==> src/rtl/commit_trace_buf_pkg.sv <==
// Shared widths and packet layout for the commit trace buffer.
// Optional feature macro: COMMIT_TRACE_TIMESTAMP_EN (adds per-entry cycle timestamp).
package commit_trace_buf_pkg;

  // Field widths mirror the core's RegBus / InstBus / RegAddrBus buses.
  localparam int unsigned REG_W      = 32;
  localparam int unsigned INST_W     = 32;
  localparam int unsigned REG_ADDR_W = 5;

  // Saturating drop counter and optional timestamp widths.
  localparam int unsigned DROP_W = 16;
  localparam int unsigned TIME_W = 32;

  // One retired instruction as captured from the writeback stage.
  typedef struct packed {
    logic [REG_W-1:0]      pc;
    logic [INST_W-1:0]     instr;
    logic                  wreg;
    logic [REG_ADDR_W-1:0] waddr;
    logic [REG_W-1:0]      wdata;
  } commit_pkt_t;

  localparam int unsigned PKT_W = $bits(commit_pkt_t);

  // Register writes to r0 are architecturally void and are not reported.
  function automatic logic report_wreg(input logic wreg, input logic [REG_ADDR_W-1:0] waddr);
    return wreg & (waddr != '0);
  endfunction

endpackage

==> src/rtl/commit_trace_buf_if.sv <==
// Trace sink bus: first-word fall-through head packet with valid/ready.
// Optional feature macro: COMMIT_TRACE_TIMESTAMP_EN (adds trace_time_o).
interface commit_trace_buf_if
  import commit_trace_buf_pkg::*;
#(
  parameter int unsigned SEQ_W = 16
);

  logic                  trace_valid_o;
  logic                  trace_ready_i;
  logic [REG_W-1:0]      trace_pc_o;
  logic [INST_W-1:0]     trace_instr_o;
  logic                  trace_wreg_o;
  logic [REG_ADDR_W-1:0] trace_waddr_o;
  logic [REG_W-1:0]      trace_wdata_o;
  logic [SEQ_W-1:0]      trace_seq_o;
`ifdef COMMIT_TRACE_TIMESTAMP_EN
  logic [TIME_W-1:0]     trace_time_o;
`endif

  // Producer side (the trace buffer).
  modport master (
    output trace_valid_o,
    input  trace_ready_i,
    output trace_pc_o,
    output trace_instr_o,
    output trace_wreg_o,
    output trace_waddr_o,
    output trace_wdata_o,
`ifdef COMMIT_TRACE_TIMESTAMP_EN
    output trace_time_o,
`endif
    output trace_seq_o
  );

  // Consumer side (trace / difftest sink).
  modport slave (
    input  trace_valid_o,
    output trace_ready_i,
    input  trace_pc_o,
    input  trace_instr_o,
    input  trace_wreg_o,
    input  trace_waddr_o,
    input  trace_wdata_o,
`ifdef COMMIT_TRACE_TIMESTAMP_EN
    input  trace_time_o,
`endif
    input  trace_seq_o
  );

endinterface

==> src/rtl/commit_trace_fifo.sv <==
// Generic first-word fall-through FIFO with AW+1 bit pointers and registered
// occupancy/full flags. Read data is forced to zero while empty.
module commit_trace_fifo #(
  parameter int unsigned DEPTH  = 16,
  parameter int unsigned AW     = 4,
  parameter int unsigned DATA_W = 8
) (
  input  logic              clk,
  input  logic              rst,
  input  logic              push_req,
  input  logic [DATA_W-1:0] wdata,
  input  logic              pop_req,
  output logic [DATA_W-1:0] rdata,
  output logic              pop_ok,
  output logic              empty,
  output logic              full,
  output logic [AW:0]       count
);

  localparam int unsigned PW = AW + 1;

  logic [PW-1:0]     wr_ptr;
  logic [PW-1:0]     rd_ptr;
  logic [PW-1:0]     wr_ptr_n;
  logic [PW-1:0]     rd_ptr_n;
  logic              push_ok;
  logic [DATA_W-1:0] mem [DEPTH];

  // Handshake qualification: a pop frees a slot for a same-cycle push at full.
  assign empty   = (count == '0);
  assign pop_ok  = pop_req & ~empty;
  assign push_ok = push_req & (~full | pop_ok);

  // Next pointer values.
  always_comb begin
    wr_ptr_n = wr_ptr;
    rd_ptr_n = rd_ptr;
    if (push_ok) wr_ptr_n = wr_ptr + PW'(1);
    if (pop_ok)  rd_ptr_n = rd_ptr + PW'(1);
  end

  // Pointer, occupancy and full registers move together.
  always_ff @(posedge clk) begin
    if (rst) begin
      wr_ptr <= '0;
      rd_ptr <= '0;
      count  <= '0;
      full   <= 1'b0;
    end else begin
      wr_ptr <= wr_ptr_n;
      rd_ptr <= rd_ptr_n;
      count  <= wr_ptr_n - rd_ptr_n;
      full   <= (wr_ptr_n[AW] != rd_ptr_n[AW]) &&
                (wr_ptr_n[AW-1:0] == rd_ptr_n[AW-1:0]);
    end
  end

  // Storage write; contents are don't-care until written, so no reset.
  always_ff @(posedge clk) begin
    if (push_ok) mem[wr_ptr[AW-1:0]] <= wdata;
  end

  // Fall-through head read, zeroed while empty.
  always_comb begin
    rdata = '0;
    if (!empty) rdata = mem[rd_ptr[AW-1:0]];
  end

endmodule

==> src/rtl/commit_trace_buf.sv <==
// Commit trace buffer: captures every retired instruction from the core's
// writeback stream into a FIFO and presents it to a trace sink. The core is
// never stalled; commits arriving while full are dropped and counted, and the
// per-commit sequence number exposes the gap.
// Optional feature macro: COMMIT_TRACE_TIMESTAMP_EN (cycle timestamp per entry).
module commit_trace_buf
  import commit_trace_buf_pkg::*;
#(
  parameter int unsigned DEPTH = 16,
  parameter int unsigned AW    = 4,
  parameter int unsigned SEQ_W = 16
) (
  input  logic                  clk,
  input  logic                  rst,
  input  logic                  commit_valid_i,
  input  logic [REG_W-1:0]      commit_pc_i,
  input  logic [INST_W-1:0]     commit_instr_i,
  input  logic                  commit_wreg_i,
  input  logic [REG_ADDR_W-1:0] commit_waddr_i,
  input  logic [REG_W-1:0]      commit_wdata_i,
  output logic [AW:0]           count_o,
  output logic                  full_o,
  output logic [DROP_W-1:0]     drop_cnt_o,
  commit_trace_buf_if.master    trace
);

`ifdef COMMIT_TRACE_TIMESTAMP_EN
  localparam int unsigned PAYLOAD_W = SEQ_W + TIME_W + PKT_W;
`else
  localparam int unsigned PAYLOAD_W = SEQ_W + PKT_W;
`endif

  logic [SEQ_W-1:0]     seq_q;
  logic                 fifo_empty;
  logic                 pop_ok;
  logic                 drop;
  commit_pkt_t          wr_pkt;
  commit_pkt_t          rd_pkt;
  logic [PAYLOAD_W-1:0] wr_payload;
  logic [PAYLOAD_W-1:0] rd_payload;
`ifdef COMMIT_TRACE_TIMESTAMP_EN
  logic [TIME_W-1:0]    time_q;
`endif

  // Assemble the stored packet from the commit stream.
  always_comb begin
    wr_pkt       = '0;
    wr_pkt.pc    = commit_pc_i;
    wr_pkt.instr = commit_instr_i;
    wr_pkt.wreg  = commit_wreg_i;
    wr_pkt.waddr = commit_waddr_i;
    wr_pkt.wdata = commit_wdata_i;
  end

`ifdef COMMIT_TRACE_TIMESTAMP_EN
  assign wr_payload = {seq_q, time_q, wr_pkt};
`else
  assign wr_payload = {seq_q, wr_pkt};
`endif

  commit_trace_fifo #(
    .DEPTH  (DEPTH),
    .AW     (AW),
    .DATA_W (PAYLOAD_W)
  ) u_fifo (
    .clk      (clk),
    .rst      (rst),
    .push_req (commit_valid_i),
    .wdata    (wr_payload),
    .pop_req  (trace.trace_ready_i),
    .rdata    (rd_payload),
    .pop_ok   (pop_ok),
    .empty    (fifo_empty),
    .full     (full_o),
    .count    (count_o)
  );

  // A commit is lost only when full and the sink is not freeing a slot.
  assign drop = commit_valid_i & full_o & ~pop_ok;

  // Sequence number advances on every commit, kept or dropped.
  always_ff @(posedge clk) begin
    if (rst)                 seq_q <= '0;
    else if (commit_valid_i) seq_q <= seq_q + SEQ_W'(1);
  end

  // Saturating count of dropped commits.
  always_ff @(posedge clk) begin
    if (rst)                           drop_cnt_o <= '0;
    else if (drop && (drop_cnt_o != '1)) drop_cnt_o <= drop_cnt_o + DROP_W'(1);
  end

`ifdef COMMIT_TRACE_TIMESTAMP_EN
  // Free-running cycle counter sampled into each pushed entry.
  always_ff @(posedge clk) begin
    if (rst) time_q <= '0;
    else     time_q <= time_q + TIME_W'(1);
  end
`endif

  // Unpack the fall-through head entry onto the trace bus.
  assign rd_pkt              = rd_payload[PKT_W-1:0];
  assign trace.trace_valid_o = ~fifo_empty;
  assign trace.trace_pc_o    = rd_pkt.pc;
  assign trace.trace_instr_o = rd_pkt.instr;
  assign trace.trace_wreg_o  = report_wreg(rd_pkt.wreg, rd_pkt.waddr);
  assign trace.trace_waddr_o = rd_pkt.waddr;
  assign trace.trace_wdata_o = rd_pkt.wdata;
  assign trace.trace_seq_o   = rd_payload[PAYLOAD_W-1 -: SEQ_W];
`ifdef COMMIT_TRACE_TIMESTAMP_EN
  assign trace.trace_time_o  = rd_payload[PKT_W +: TIME_W];
`endif

endmodule
==> src/flat_wrapper.sv <==
// flat-port wrapper written by rule: the top's interface ports become plain ports
module commit_trace_buf_flat import commit_trace_buf_pkg::*;
#(
  parameter int unsigned DEPTH = 16,
  parameter int unsigned AW    = 4,
  parameter int unsigned SEQ_W = 16
)
  (clk, rst, commit_valid_i, commit_pc_i, commit_instr_i, commit_wreg_i, commit_waddr_i, commit_wdata_i, count_o, full_o, drop_cnt_o, trace_trace_valid_o, trace_trace_ready_i, trace_trace_pc_o, trace_trace_instr_o, trace_trace_wreg_o, trace_trace_waddr_o, trace_trace_wdata_o, trace_trace_seq_o);
  commit_trace_buf_if #(.SEQ_W(SEQ_W)) trace_i ();
  input  logic clk;
  input  logic rst;
  input  logic commit_valid_i;
  input  logic [REG_W-1:0] commit_pc_i;
  input  logic [INST_W-1:0] commit_instr_i;
  input  logic commit_wreg_i;
  input  logic [REG_ADDR_W-1:0] commit_waddr_i;
  input  logic [REG_W-1:0] commit_wdata_i;
  output logic [AW:0] count_o;
  output logic full_o;
  output logic [DROP_W-1:0] drop_cnt_o;
  output wire logic [$bits(trace_i.trace_valid_o)-1:0] trace_trace_valid_o;
  input wire logic [$bits(trace_i.trace_ready_i)-1:0] trace_trace_ready_i;
  output wire logic [$bits(trace_i.trace_pc_o)-1:0] trace_trace_pc_o;
  output wire logic [$bits(trace_i.trace_instr_o)-1:0] trace_trace_instr_o;
  output wire logic [$bits(trace_i.trace_wreg_o)-1:0] trace_trace_wreg_o;
  output wire logic [$bits(trace_i.trace_waddr_o)-1:0] trace_trace_waddr_o;
  output wire logic [$bits(trace_i.trace_wdata_o)-1:0] trace_trace_wdata_o;
  output wire logic [$bits(trace_i.trace_seq_o)-1:0] trace_trace_seq_o;
  assign trace_trace_valid_o = trace_i.trace_valid_o;
  assign trace_i.trace_ready_i = trace_trace_ready_i;
  assign trace_trace_pc_o = trace_i.trace_pc_o;
  assign trace_trace_instr_o = trace_i.trace_instr_o;
  assign trace_trace_wreg_o = trace_i.trace_wreg_o;
  assign trace_trace_waddr_o = trace_i.trace_waddr_o;
  assign trace_trace_wdata_o = trace_i.trace_wdata_o;
  assign trace_trace_seq_o = trace_i.trace_seq_o;
  commit_trace_buf #(.DEPTH(DEPTH), .AW(AW), .SEQ_W(SEQ_W)) u_core (.clk(clk), .rst(rst), .commit_valid_i(commit_valid_i), .commit_pc_i(commit_pc_i), .commit_instr_i(commit_instr_i), .commit_wreg_i(commit_wreg_i), .commit_waddr_i(commit_waddr_i), .commit_wdata_i(commit_wdata_i), .count_o(count_o), .full_o(full_o), .drop_cnt_o(drop_cnt_o), .trace(trace_i));
endmodule
==> config.mk <==
export PLATFORM = sky130hd
export DESIGN_NAME = commit_trace_buf_flat
export DESIGN_NICKNAME = d
export VERILOG_FILES = /design/src/rtl/commit_trace_buf_pkg.sv /design/src/rtl/commit_trace_buf_if.sv /design/src/rtl/commit_trace_fifo.sv /design/src/rtl/commit_trace_buf.sv /design/src/flat_wrapper.sv
export SDC_FILE = /design/constraint.sdc
export NUM_CORES = 1
export LEC_CHECK = 0
export ABC_CLOCK_PERIOD_IN_PS = 14000
export CAP_MARGIN = 40
export CORE_UTILIZATION = 50
export DETAILED_ROUTE_END_ITERATION = 10
export PLACE_DENSITY = 0.77
export SLEW_MARGIN = 5
export SYNTH_ARGS = -nofsm -noshare
export SYNTH_HDL_FRONTEND = slang
export SYNTH_SLANG_ARGS = --single-unit
==> constraint.sdc <==
create_clock -name clk -period 14 [get_ports clk]
set_input_delay 2.8 -clock clk [delete_from_list [all_inputs] [get_ports clk]]
set_output_delay 2.8 -clock clk [all_outputs]
set_load 0.005 [all_outputs]
==> results of run 1 <==
[cell type report]
cell class                      instances  area, µm²
Tap cell                             1917       2400
Timing Repair Buffer                  334       3810
Inverter                                6       25.0
Antenna cell                            5       12.5
Sequential cell                      1936      57700
Clock inverter                        103        903
Clock buffer                          237       4980
Fill cell                            9934      60700
Multi-Input combinational cell        949      15600
[layer usage]
layer | track usage, % | part of all wire [%] | wire length, µm | up-vias
li1 | - | - | - | 13800
met1 | 31.0 | 39 | 65600 | 18400
met2 | 36.7 | 50 | 84200 | 1701
met3 | 5.09 | 8.6 | 14500 | 260
met4 | 7.16 | 2.6 | 4380 | 24
met5 | 0 | 0.082 | 139 | -
[state kept, by name (all words and copies together) (netlist names)]
name                  count
u_core.u_fifo.rd_ptr      5
u_core.u_fifo.full        1
u_core.seq_q             16
u_core.u_fifo.count       5
u_core.u_fifo.mem      1888
u_core.u_fifo.wr_ptr      5
u_core.drop_cnt_o        16
[worst max-delay path by stage]
stage / start / to / slack, ns
3_5_place_dp: commit_valid_i / u_core.u_fifo.mem[1][71]$_DFFE_PP_ / 6.93
6_report: u_core.u_fifo.rd_ptr[0]$_SDFF_PP0_ / trace_trace_pc_o[5] / 6.22
3_3_place_gp: u_core.u_fifo.rd_ptr[0]$_SDFF_PP0_ / trace_trace_pc_o[3] / 6.56
5_1_grt: u_core.u_fifo.rd_ptr[0]$_SDFF_PP0_ / trace_trace_pc_o[5] / 5.87
4_1_cts: u_core.u_fifo.rd_ptr[0]$_SDFF_PP0_ / trace_trace_pc_o[5] / 6.06
2_1_floorplan: commit_valid_i / u_core.u_fifo.mem[7][0]$_DFFE_PP_ / 1.83
[where the power goes]
part | switching [mW] | leakage [nW] | internal [mW]
logic | 1.24 | 5.52 | 1.44
registers | 0.0641 | 17.8 | 6.43
clock network | 2.11 | 2.88 | 2.77
[worst max-delay path: stages, from the launching register on]
cell and delay (ns):
dfxtp_4 0.82, buf_4 0.50, buf_16 0.28, buf_4 0.45, buf_16 0.29, mux4_2 0.55
mux4_2 0.48, and2_1 0.22, clkdlybuf4s50_1 0.46
[per-stage QoR]
step	utilization (%)	power, mW	std cells
finish	58.4	14.1	5487
global placement	53.8	9.25	5108
detailed placement	54.4	9.32	5142
floorplan	-	8.15	3045
CTS	58.4	14.2	5482
global route	58.4	14.5	5485
[logic make-up (layout without fill, tap and decap cells)]
group / after synthesis / in the layout / synth area share [%]
flops: 1936 / 1936 / 78.0
mux: 597 / 597 / 18.0
simple gates: 256 / 256 / 1.97
buf+inv: 160 / 680 / 0.979
compound gates: 57 / 57 / 0.520
xor+xnor: 27 / 27 / 0.320
fa+ha+maj: 12 / 12 / 0.213
other cells: 0 / 5 / 0
[layout by cell type, fill, tap and decap left out, types with 13 or more instances in the layout]
cell type        count
clkbuf_1            44
and2_4              14
xnor2_1             13
buf_4               50
nor2_1              38
dfxtp_1             44
clkbuf_16          192
mux4_2             584
clkdlybuf4s50_1    245
a21oi_1             15
clkinv_2            35
bufinv_16           14
and2_1             120
edfxtp_1          1888
nand4_1             14
buf_16              29
nand2_1             15
xor2_1              14
clkinv_1            35
==> results.cfg, run 1 <==
[status]
outcome = finished clean

[clock_tree]
post_cts_buffers = 0
cts_root_buf = clkbuf_16
clk_latency_ns = 0.82
cts.clk_slew.worst_paths_ns = 0.06
cts.repair.resized = 0
cts_hold_buf = 0
numClockSinks = 1936
cts_buffers = 185
clockBufferDepth = 3
cts_tree = built
h-tree-depth = 4

[sta]
skew_ns = 0.0356
whs_ns = 0.499
rsz0062_at_grt = false
timing.final.ws_setup_ns = 6.22
drv_slew = 0
max_freq_mhz = 129
period_share_pct = 55.6
slew_headroom_pct = 29.2
finalHoldViolations = 0
worstMarginPinSlew_ns = 1.06
fin_crit_ns = 7.78
fin_setup_tns_ns = 0
setup_violations = 0

[setup_path]
reg2reg_from = u_core.u_fifo.count[0]$_SDFF_PP0_
reg2reg_to = u_core.u_fifo.mem[1][86]$_DFFE_PP_
worstSetupPathType = flip-flop to output port
rrSetupSlack_ns = 10.05
critPathMaxFanout = 36
crit_path_end_kind = output port
reg2reg_depth = 7
critPathLaunchType = flip-flop
crit_arrival_ns = 4.98
required_ns = 11.20

[routing]
drt_pass1_iterations = 5
drt_iter0_markers = 4013
drc = 0
wl_mm = 169
ant_nets = 0
viasPerCell = 6.23
via_count = 34200
wire_per_inst_um = 30.8

[synth]
synth_edf_count = 1888
synth_area_leaders = edfxtp_1, mux4_2, dfxtp_1, and2_1, clkbuf_1
yosysTopAreaCell = edfxtp_1
ys_warn_count = 0
synth_most_common_cell = edfxtp_1
synth_cells = 3045
seq_area_frac_synth_pct = 78.0
synth_fp_nets = 3163
ys_ff_latch = 1936
synth_ff_type = edfxtp_1
synth.cells.most_frequent = edfxtp_1, mux4_2, and2_1, clkbuf_1, dfxtp_1
postSynth.asyncResetShare_pct = 0
syn_area_um2 = 73900
synth_cell_types = 51
synth.top_cell.area_share_pct = 76.7
avgSynthCellArea_um2 = 24.3

[global_routing]
antenna_found_initial = 20
grt.total_usage_pct = 22.7
grt_pass1_vias = 35500
grt_pass1_wl_mm = 244
gr-total-overflow = 0
grt_max_degree = 153

[worst_hold_path]
min_path_type = flip-flop to flip-flop
hold_end = u_core.drop_cnt_o[9]$_SDFFE_PP0P_
holdPathStages = 2
hp-start = u_core.drop_cnt_o[9]$_SDFFE_PP0P_

[die]
die_w_um = 386
num_rows = 140
core-area_um2 = 146000
die_height_um = 386
start_util_pct = 50.6
io_pins = 247
die_area_um2 = 149000

[flow_run]
cap_violations = 0

[placed_design]
numPortBuffers = 246
routabilityCongestion = 0.763
dpl_cell_area_um2 = 79500
dpl.hpwl_mm = 83.5
post-place-ws_ns = 6.93

[power]
p_leak_nw = 26.2
powerDensity_nw_per_um2 = 165
ir_drop_mv = 0.112

[finish]
syn2layout_area_growth_pct = 15.5
fin_area_um2 = 85400
fin_nets = 3530
drive_gt1_share_pct = 27.0
(Power assumes the default switching activity.)
==> run 2: changes to the inputs <==
ABC_CLOCK_PERIOD_IN_PS = 6300   (was 14000)
PLACE_DENSITY = 0.8   (was 0.77)
clock period = 6.3 ns   (was 14 ns; I/O delays follow)
==> run 2 against run 1 <==
Clock skew is 0.0099 ns lower. Die area stayed put. Combinational power is 120% higher.
==> results.cfg, run 2 (synthesized netlist as in run 1, its figures left out) <==
[setup_path]
crit_arrival_ns = 3.98
rrSetupSlack_ns = 3.08
reg2reg_depth = 11
reg2reg_to = u_core.u_fifo.count[4]$_SDFF_PP0_
worstSetupPathType = flip-flop to output port
critPathLaunchType = flip-flop
crit_top_cell = a211oi_1
crit_path_end_kind = output port
required_ns = 5.04
crit_chain = buf_12 > mux4_2 > nor2b_1 > a211oi_1 > a211oi_1 > o41a_1 > clkdlybuf4s50_1
reg2reg_from = u_core.u_fifo.full$_SDFF_PP0_
slowest_delay_ns = 0.58
crit_slowest_cell = dfxtp_4
critPathMaxFanout = 28

[finish]
n_fill_cell = 9877
drive_gt1_share_pct = 27.0
mostFrequentLayoutCell = edfxtp_1
fin_nets = 3514
seqCellArea_um2 = 57700
multi_input_area_um2 = 15600
largest_register_ffs = 1888
syn2layout_area_growth_pct = 15.6
layout_common_cells = edfxtp_1, mux4_2, clkdlybuf4s50_1

[clock_tree]
cts_root_buf = clkbuf_16
clockBufferDepth = 3
cts_tree = built
numClockSinks = 1936
cts.repair.resized = 0
post_cts_buffers = 0
clk_latency_ns = 0.83
h-tree-depth = 4
cts.clk_slew.worst_paths_ns = 0.06
cts_buffers = 186
cts_hold_buf = 0

[worst_hold_path]
hp-start = u_core.drop_cnt_o[9]$_SDFFE_PP0P_
hold_end = u_core.drop_cnt_o[9]$_SDFFE_PP0P_
holdPathStages = 2
min_path_type = flip-flop to flip-flop

[global_routing]
grt_max_degree = 96
gr-total-overflow = 0
grt.total_usage_pct = 23.4
grt_pass1_wl_mm = 250
antenna_found_initial = 23
grt_pass1_vias = 36100

[sta]
timing.final.ws_setup_ns = 1.06
fin_setup_tns_ns = 0
fin_crit_ns = 5.24
setup_violations = 0
slew_headroom_pct = 39.2
worstMarginPinSlew_ns = 0.912
skew_ns = 0.0257
period_share_pct = 83.2
drv_slew = 0
max_freq_mhz = 191
finalHoldViolations = 0
rsz0062_at_grt = false

[routing]
wire_per_inst_um = 31.8
via_count = 34600
drt_pass1_iterations = 5
wl_met2_mm = 89.1
viasPerCell = 6.31
highest_layer = met5
ant_nets = 0
drt-met1-wl_mm = 64.2
route.met3.wl_mm = 15.8
drc = 0
wl_mm = 174
drt_iter0_markers = 3728

[power]
p_leak_nw = 26.2
ir_drop_mv = 0.214
powerDensity_nw_per_um2 = 371

[die]
die_area_um2 = 149000
num_rows = 140
io_pins = 247
die_w_um = 386
core-area_um2 = 146000
start_util_pct = 50.6
die_height_um = 386

[placed_design]
numPortBuffers = 246
dpl.hpwl_mm = 83.0
post-place-ws_ns = 1.87
routabilityCongestion = 0.766

[flow_run]
cap_violations = 0

[status]
outcome = finished clean
[run 2: cell types whose count changed in the layout (fill, tap and decap cells not counted), sizes merged]
cell,before,now
clkinv,73,87
bufinv,14,24
clkinvlp,7,5
clkbuf,237,223
buf,89,72
diode,5,11
[run 2: cell type report]
type | instances | area share (%)
flip-flops and latches | 1936 | 67.5
inverters | 6 | 0.0293
clock inverters | 125 | 1.57
well taps | 1917 | 2.81
multi-input cells | 949 | 18.2
clock buffers | 223 | 5.66
repair buffers | 317 | 4.18
diodes | 11 | 0.0322
[run 2: through the flow]
stage	utilization, %	hold slack (ns)	instance area [µm²]	power [mW]	cells
global route	58.5	0.538	85400	32.6	5482
finish	58.5	0.507	85400	31.7	5484
CTS	58.5	0.514	85400	31.9	5473
global placement	54.2	0.484	79200	20.5	5122
floorplan	-	0.483	73900	18.1	3045
detailed placement	54.2	0.502	79200	20.6	5125
[run 2: critical path: cells and delay by family (launching register included)]
| family | cells | cell delay, ns |
|---|---|---|
| AND/OR/NAND/NOR | 1 | 0.15 |
| multiplexers | 1 | 0.55 |
| buffers and inverters | 2 | 0.78 |
| flip-flops | 1 | 0.58 |
| AO/OA/AOI/OAI | 3 | 1.10 |
[run 2: routing by layer]
metal | vias up | track usage [%]
li1 | 13800 | -
met1 | 18500 | 30.0
met2 | 1950 | 39.0
met4 | 20 | 7.95
met3 | 326 | 6.09
met5 | - | 0
[run 2: report_power, final]
| part | switching [mW] | internal, mW | total (mW) |
|---|---|---|---|
| clock network | 4.82 | 6.49 | 11.3 |
| registers | 0.124 | 14.3 | 14.4 |
| logic | 2.77 | 3.19 | 5.96 |
| total | 7.70 | 24.0 | 31.7 |
[run 2: how the worst max path moves through the flow]
stage	startpoint	end	slack, ns	depth (start not counted)
detailed placement	u_core.u_fifo.rd_ptr[0]$_SDFF_PP0_	trace_trace_wreg_o	1.87	7
floorplan	commit_valid_i	u_core.u_fifo.mem[0][0]$_DFFE_PP_	0.92	4
finish	u_core.u_fifo.rd_ptr[0]$_SDFF_PP0_	trace_trace_wreg_o	1.06	7
global placement	u_core.u_fifo.rd_ptr[0]$_SDFF_PP0_	trace_trace_wreg_o	1.88	7
CTS	u_core.u_fifo.rd_ptr[0]$_SDFF_PP0_	trace_trace_wreg_o	0.97	7
global route	u_core.u_fifo.rd_ptr[0]$_SDFF_PP0_	trace_trace_wreg_o	0.89	7
